<file path="src/rtl/mult_pkg.sv">
// rtl/mult_pkg.sv - shared constants and FSM encoding for the dot-product sequencer
package mult_pkg;

  localparam int WIDTH_DEF = 8;
  localparam int GUARD_DEF = 8;
  localparam int ACC_W_DEF = 2 * WIDTH_DEF + GUARD_DEF;

  typedef enum logic [2:0] {
    S_IDLE = 3'd0,
    S_LOAD = 3'd1,
    S_MUL  = 3'd2,
    S_GAP  = 3'd3,
    S_OUT  = 3'd4
  } state_t;

  function automatic int acc_w(input int width, input int guard);
    return 2 * width + guard;
  endfunction

endpackage

</file>
<file path="src/rtl/mult_dot_seq.sv">
// rtl/mult_dot_seq.sv - sequences operand pairs through an external multiplier and accumulates
// the products into a guarded two's-complement sum.
module mult_dot_seq
  import mult_pkg::*;
#(
  parameter int WIDTH = WIDTH_DEF,
  parameter int GUARD = GUARD_DEF
) (
  input  logic                            clk,
  input  logic                            rst_n,
  input  logic                            start,
  input  logic [7:0]                      len,
  input  logic                            in_valid,
  output logic                            in_ready,
  input  logic signed [WIDTH-1:0]         a_in,
  input  logic signed [WIDTH-1:0]         b_in,
  output logic                            mul_en,
  output logic signed [WIDTH-1:0]         mul_a,
  output logic signed [WIDTH-1:0]         mul_b,
  input  logic                            mul_done,
  input  logic signed [2*WIDTH-1:0]       mul_m,
  output logic                            sum_valid,
  input  logic                            out_ready,
  output logic signed [2*WIDTH+GUARD-1:0] sum
);

  localparam int ACC_W = acc_w(WIDTH, GUARD);

  state_t                   r_state;
  state_t                   w_next;
  logic [7:0]               r_cnt;
  logic signed [ACC_W-1:0]  r_acc;
  logic signed [WIDTH-1:0]  r_mul_a;
  logic signed [WIDTH-1:0]  r_mul_b;
  logic signed [ACC_W-1:0]  w_prod_ext;

  assign w_prod_ext = {{GUARD{mul_m[2*WIDTH-1]}}, mul_m};

  always_comb begin
    w_next = r_state;
    case (r_state)
      S_IDLE:  if (start) w_next = (len == 8'd0) ? S_OUT : S_LOAD;
      S_LOAD:  if (in_valid) w_next = S_MUL;
      S_MUL:   if (mul_done) w_next = S_GAP;
      S_GAP:   w_next = (r_cnt == 8'd0) ? S_OUT : S_LOAD;
      S_OUT:   if (out_ready) w_next = S_IDLE;
      default: w_next = S_IDLE;
    endcase
  end

  always_ff @(posedge clk or negedge rst_n) begin
    if (!rst_n) r_state <= S_IDLE;
    else        r_state <= w_next;
  end

  // Data registers only move in their owning state, so stray start/mul_done pulses are inert.
  always_ff @(posedge clk or negedge rst_n) begin
    if (!rst_n) begin
      r_cnt   <= '0;
      r_acc   <= '0;
      r_mul_a <= '0;
      r_mul_b <= '0;
    end else begin
      case (r_state)
        S_IDLE: begin
          if (start) begin
            r_cnt <= len;
            r_acc <= '0;
          end
        end
        S_LOAD: begin
          if (in_valid) begin
            r_mul_a <= a_in;
            r_mul_b <= b_in;
          end
        end
        S_MUL: begin
          if (mul_done) begin
            r_acc <= r_acc + w_prod_ext;
            r_cnt <= r_cnt - 8'd1;
          end
        end
        default: ;
      endcase
    end
  end

  assign in_ready  = (r_state == S_LOAD);
  assign mul_en    = (r_state == S_MUL);
  assign sum_valid = (r_state == S_OUT);
  assign mul_a     = r_mul_a;
  assign mul_b     = r_mul_b;
  assign sum       = r_acc;

endmodule

</file>
<file path="config.mk">
export PLATFORM = sky130hd
export DESIGN_NAME = mult_dot_seq
export DESIGN_NICKNAME = d
export VERILOG_FILES = /design/src/rtl/mult_pkg.sv /design/src/rtl/mult_dot_seq.sv
export SDC_FILE = /design/constraint.sdc
export NUM_CORES = 1
export LEC_CHECK = 0
export ABC_AREA = 1
export CAP_MARGIN = 15
export CORE_ASPECT_RATIO = 1.1
export CORE_MARGIN = 5
export CORE_UTILIZATION = 51
export DETAILED_ROUTE_END_ITERATION = 12
export PLACE_DENSITY = 0.81
export SLEW_MARGIN = 20
export SYNTH_ARGS = -nofsm -noshare
export SYNTH_HDL_FRONTEND = slang
export SYNTH_SLANG_ARGS = --single-unit
</file>
<file path="constraint.sdc">
create_clock -name clk -period 1.9 [get_ports clk]
set_input_delay 0.285 -clock clk [delete_from_list [all_inputs] [get_ports clk]]
set_output_delay 0.285 -clock clk [all_outputs]
set_load 0.02 [all_outputs]
</file>
After elaboration in Yosys (flattened, before gate mapping). Cells that the tools add are included.

Equality and inequality tests: 8. Mux-type cells: 13. $add $sub $neg: 2. Reduce and logical (&&, ||, !) cells: 7.

Operators with widths (count): 2-to-1 mux 24 bit (2); case mux 24 bit (2 select lines) (1); adder 24 x 16 -> 24 bit (1); 2-to-1 mux 3 bit (6); zero test 8 bit (2); 2-to-1 mux 8 bit (2); case mux 8 bit (2 select lines) (1); case mux 3 bit (5 select lines) (1); subtractor 8 x 1 -> 8 bit, second input constant (1); == test 3 x 2 -> 1 bit, second input constant (2); != test 2 x 1 -> 1 bit, second input constant (2); != test 2 bit, second input constant (2); AND reduction 4 bit (1); == test 3 x 1 -> 1 bit, second input constant (1); == test 3 bit, second input constant (1); zero test 3 bit (1); AND reduction 3 bit (1); AND reduction 2 bit (1); nonzero test 2 bit (1).

Input port bits: 46. Register bits: 51.

Logic depth before layout (Yosys ltp).
Depth after elaboration: 4. Depth in mapped cells: 12. Gate-level depth less buffers: 12.

Least setup slack after synthesis. No wires, ideal clock.

Path kind: reg2reg. From: reg r_acc[0], in the netlist sum[0]. To: reg r_acc[12], in the netlist sum[12]. Arrival time: 1.781 ns. Buffers on the path: 0. Stages on the path, launching flop included: 12. Slack: 0.036 ns. Path through: dfrtp_1 ha_1 fa_1 nand3_1 nand3_1 nand2_1 nand2_1 nand2_1 nand2_1 nand2_1 nand2_1 o21ai_0.

Word-level cells in the longest chain between the ends: 3.

RTL lines: from (decl) (line mult_dot_seq.sv:32) `logic signed [ACC_W-1:0] r_acc;`; from (signal assigned) (line mult_dot_seq.sv:79) `r_acc <= r_acc + w_prod_ext;`; adder 24 x 16 -> 24 bit (line mult_dot_seq.sv:79); 2-to-1 mux 24 bit (line mult_dot_seq.sv:78) `if (mul_done) begin`; case mux 24 bit (2 select lines) (line mult_dot_seq.sv:64) `case (r_state)`.

Every way passes these cells. The select of a mux whose other input is x is not followed. A chain may end at the register's enable or synchronous reset.

Worst setup path after layout.
From: reg r_acc[4], in the netlist sum[4]. To: reg r_acc[15], in the netlist sum[15].

The elaborated chain is that of the path after synthesis.

==> run_results.csv <==
group,metric,value,unit
detailed_routing,vias_per_cell,5.20,
yosys,synth.ff_latch_count,51,
floorplanning,rows,33,
detailed_routing,drt_pre_antenna_iters,5,
sta,worst_pin_slew,0.377,ns
grt,grt_remaining_overflow,0,
yosys,netlist_instances,570,
detailed_routing,drc,0,
sta,finalClockSkew,0.00796,ns
yosys,yosys_warnings,0,
final_layout,area_delta_synth_final,42.2,%
floorplanning,pin_count,89,
final_layout,fin_area,0.00549,mm^2
grt,track_usage,23.3,%
floorplanning,dieArea,0.00941,mm^2
sta,setup_viol,0,
yosys,syn_area_per_cell,6.77,um^2
worst_setup_path,crit_arrival,2.05,ns
detailed_routing,vias,4126,
yosys,syn_area,0.00386,mm^2
grt,first_global_vias,4044,
grt,antenna_found_initial,0,
final_layout,fill_cells,579,
place,dp_hpwl,8280,um
worst_setup_path,crit_type,"reg2reg",
worst_setup_path,endpoint_kind,"register",
final_layout,multi_input_area,0.00239,mm^2
final_layout,fin_nets,777,
final_layout,register_area,0.00128,mm^2
floorplanning,initial_core_util,51.9,%
cts,path_clk_slew,0.11,ns
place,portBuffers,88,
worst_setup_path,crit_path_max_fanout,4,
detailed_routing,wl_per_cell,13.9,um
final_layout,layout-drive-gt1-share,17.4,%
sta,drv_slew,0,
sta,finalCritPeriodShare,96.3,%
power_and_ir_drop,leakagePower,0.00281,uW
power_and_ir_drop,max-vdd-ir-drop,944,uV
floorplanning,die_x,93.0,um
final_layout,post-route-util,73.9,%
sta,max_freq,547,MHz
worst_setup_path,cp-startpoint,"sum[4]",
worst_setup_path,reg2reg_from,"sum[4]",
place,gp_congestion,0.894,
detailed_routing,drt-total-wl,11000,um
yosys,synth.distinct_cells,31,
sta,finalCriticalPeriod,1.83,ns
final_layout,antenna_cells,0,
worst_setup_path,required,2.12,ns
place,placed_area,0.00513,mm^2
sta,maxSlewHeadroom,74.9,%
floorplanning,fp.dieH,101,um
yosys,syn-num-nets,641,
grt,grt_max_degree,52,
worst_setup_path,start_kind,"register",
grt,grt_pass1_wl,17900,um
sta,whs,0.470,ns
run,cap_violations,0,
cts,h-tree-depth,2,
sta,finalHoldViolCount,0,
cts,clk_latency,0.32,ns
cts,cts_root_buffer,"clkbuf_8",
yosys,seq_area_frac_synth,33.1,%
hold_path,hold_path_class,"in2async",
floorplanning,core_area,0.00743,mm^2
run_status,status,"finished clean",
power_and_ir_drop,p_per_area,1420,mW/mm^2
detailed_routing,drtIter0Drc,193,
cts,cts_tree,"done",
cts,numCtsBuffers,5,
detailed_routing,ant_nets,0,
cts,clk_path_buf_depth,2,
cts,clkSinkCount,51,
placed cells by master (no fill, tap or decap), drive strengths merged, types with 6 or more instances in the layout:
master	count
o21ai	23
nand2	209
nor2	46
clkdlybuf4s50	84
buf	49
dfrtp	51
nor3	6
inv	95
mux2	16
ha	24
a21oi	31
nand3	32
nand4	8
synthesized netlist by cell type:
cell | count | share of area (%)
inv_1 | 86 | 8.4
mux2_2 | 16 | 4.7
ha_1 | 24 | 7.8
o21bai_1 | 1 | 0.19
fa_1 | 1 | 0.52
o22ai_1 | 5 | 0.81
and2_1 | 2 | 0.32
o21ai_0 | 22 | 2.9
buf_6 | 4 | 1.2
o211ai_1 | 2 | 0.39
clkbuf_1 | 1 | 0.097
a21oi_2 | 3 | 0.68
xor2_1 | 2 | 0.45
nand2_2 | 2 | 0.32
nand3_1 | 30 | 3.9
nand3_2 | 2 | 0.52
a22o_1 | 2 | 0.45
nor3_1 | 6 | 0.78
xnor2_1 | 3 | 0.68
o2111ai_1 | 1 | 0.23
nand2_1 | 207 | 20
o21ai_1 | 1 | 0.13
buf_2 | 3 | 0.39
a21oi_4 | 1 | 0.42
nand3b_1 | 3 | 0.58
nor2_1 | 46 | 4.5
a21oi_1 | 27 | 3.5
or2_2 | 1 | 0.16
nand4_1 | 8 | 1.3
inv_2 | 7 | 0.68
dfrtp_1 | 51 | 33
metrics by stage:
| step | instances | total power [uW] | TNS, ns | setup WS [ns] |
|---|---|---|---|---|
| after floorplan | 570 | 4870 | 0 | 0.0362 |
| after global placement | 782 | 6640 | -3.57 | -0.263 |
| after detailed placement | 782 | 6790 | -4.12 | -0.304 |
| after CTS | 791 | 7520 | 0 | 0.00355 |
| after global routing | 794 | 8500 | -0.0440 | -0.0303 |
| final | 794 | 7820 | 0 | 0.0704 |
final cells by class:
type | instances | area share, %
Multi-Input combinational cell | 418 | 43.5
Sequential cell | 51 | 23.3
Timing Repair Buffer | 137 | 23.1
Inverter | 93 | 6.41
Tap cell | 87 | 1.98
Clock buffer | 5 | 1.25
Clock inverter | 3 | 0.501
cell families after synthesis:
| kind of cell | Yosys count | synth area share (%) |
|---|---|---|
| buffers and inverters | 101 | 10.7 |
| AND/OR/NAND/NOR | 307 | 32.5 |
| AO/OA/AOI/OAI | 65 | 9.66 |
| adder cells (fa/ha/maj) | 25 | 8.30 |
| multiplexers | 16 | 4.67 |
| XOR/XNOR | 5 | 1.13 |
| flip-flops | 51 | 33.1 |
sequential cells by signal, summed over array words and instances, names as in the netlist:
register  cells
sum          24
mul_b         8
mul_a         8
r_cnt         8
r_state       3
metal layers:
layer	up-vias	wire length [um]	global-route usage, %
met4	0	232	5.64
met1	1892	4350	27.5
met5	-	0	0
met3	24	835	5.57
met2	141	5610	42.6
li1	2069	-	-
critical path, cell delays in order, from the launching register on:
cell and delay, ns:
dfrtp_1 0.42, ha_1 0.35, nand2_1 0.12, nor2_2 0.18
nand3_1 0.09, nand2_1 0.15, nand2_1 0.08, nand2_1 0.14
nand2_1 0.08, nand2_1 0.06, o21ai_1 0.06
where the power goes:
part	leakage (uW)	internal (uW)	total (uW)	switching [uW]
Combinational	0.00213	2350	5210	2860
Sequential	0.000639	1560	1900	348
Clock	0.0000467	275	708	433
final timing paths:
path                             to  slack, ns  cells after the start
max in group asynchronous   sum[16]       1.18                      3
max reg2reg                 sum[15]       0.07                     10
min in group clk           mul_a[6]       0.52                      1
max                         sum[15]       0.07                     10
min                          sum[1]       0.47                      3
min reg2reg                mul_a[6]       0.52                      1
what timing repair did:
action / in CTS / in global routing
gates cloned: 0 / 0
hold buffers: 1 / 0
pin swaps: 0 / 1
endpoints found under the setup margin: 3 / 17
gates resized for setup: 3 / 40
setup buffers: 0 / 3
endpoints found under the hold margin: 51 / 0
Note: power is estimated with default switching activity, not from simulation.
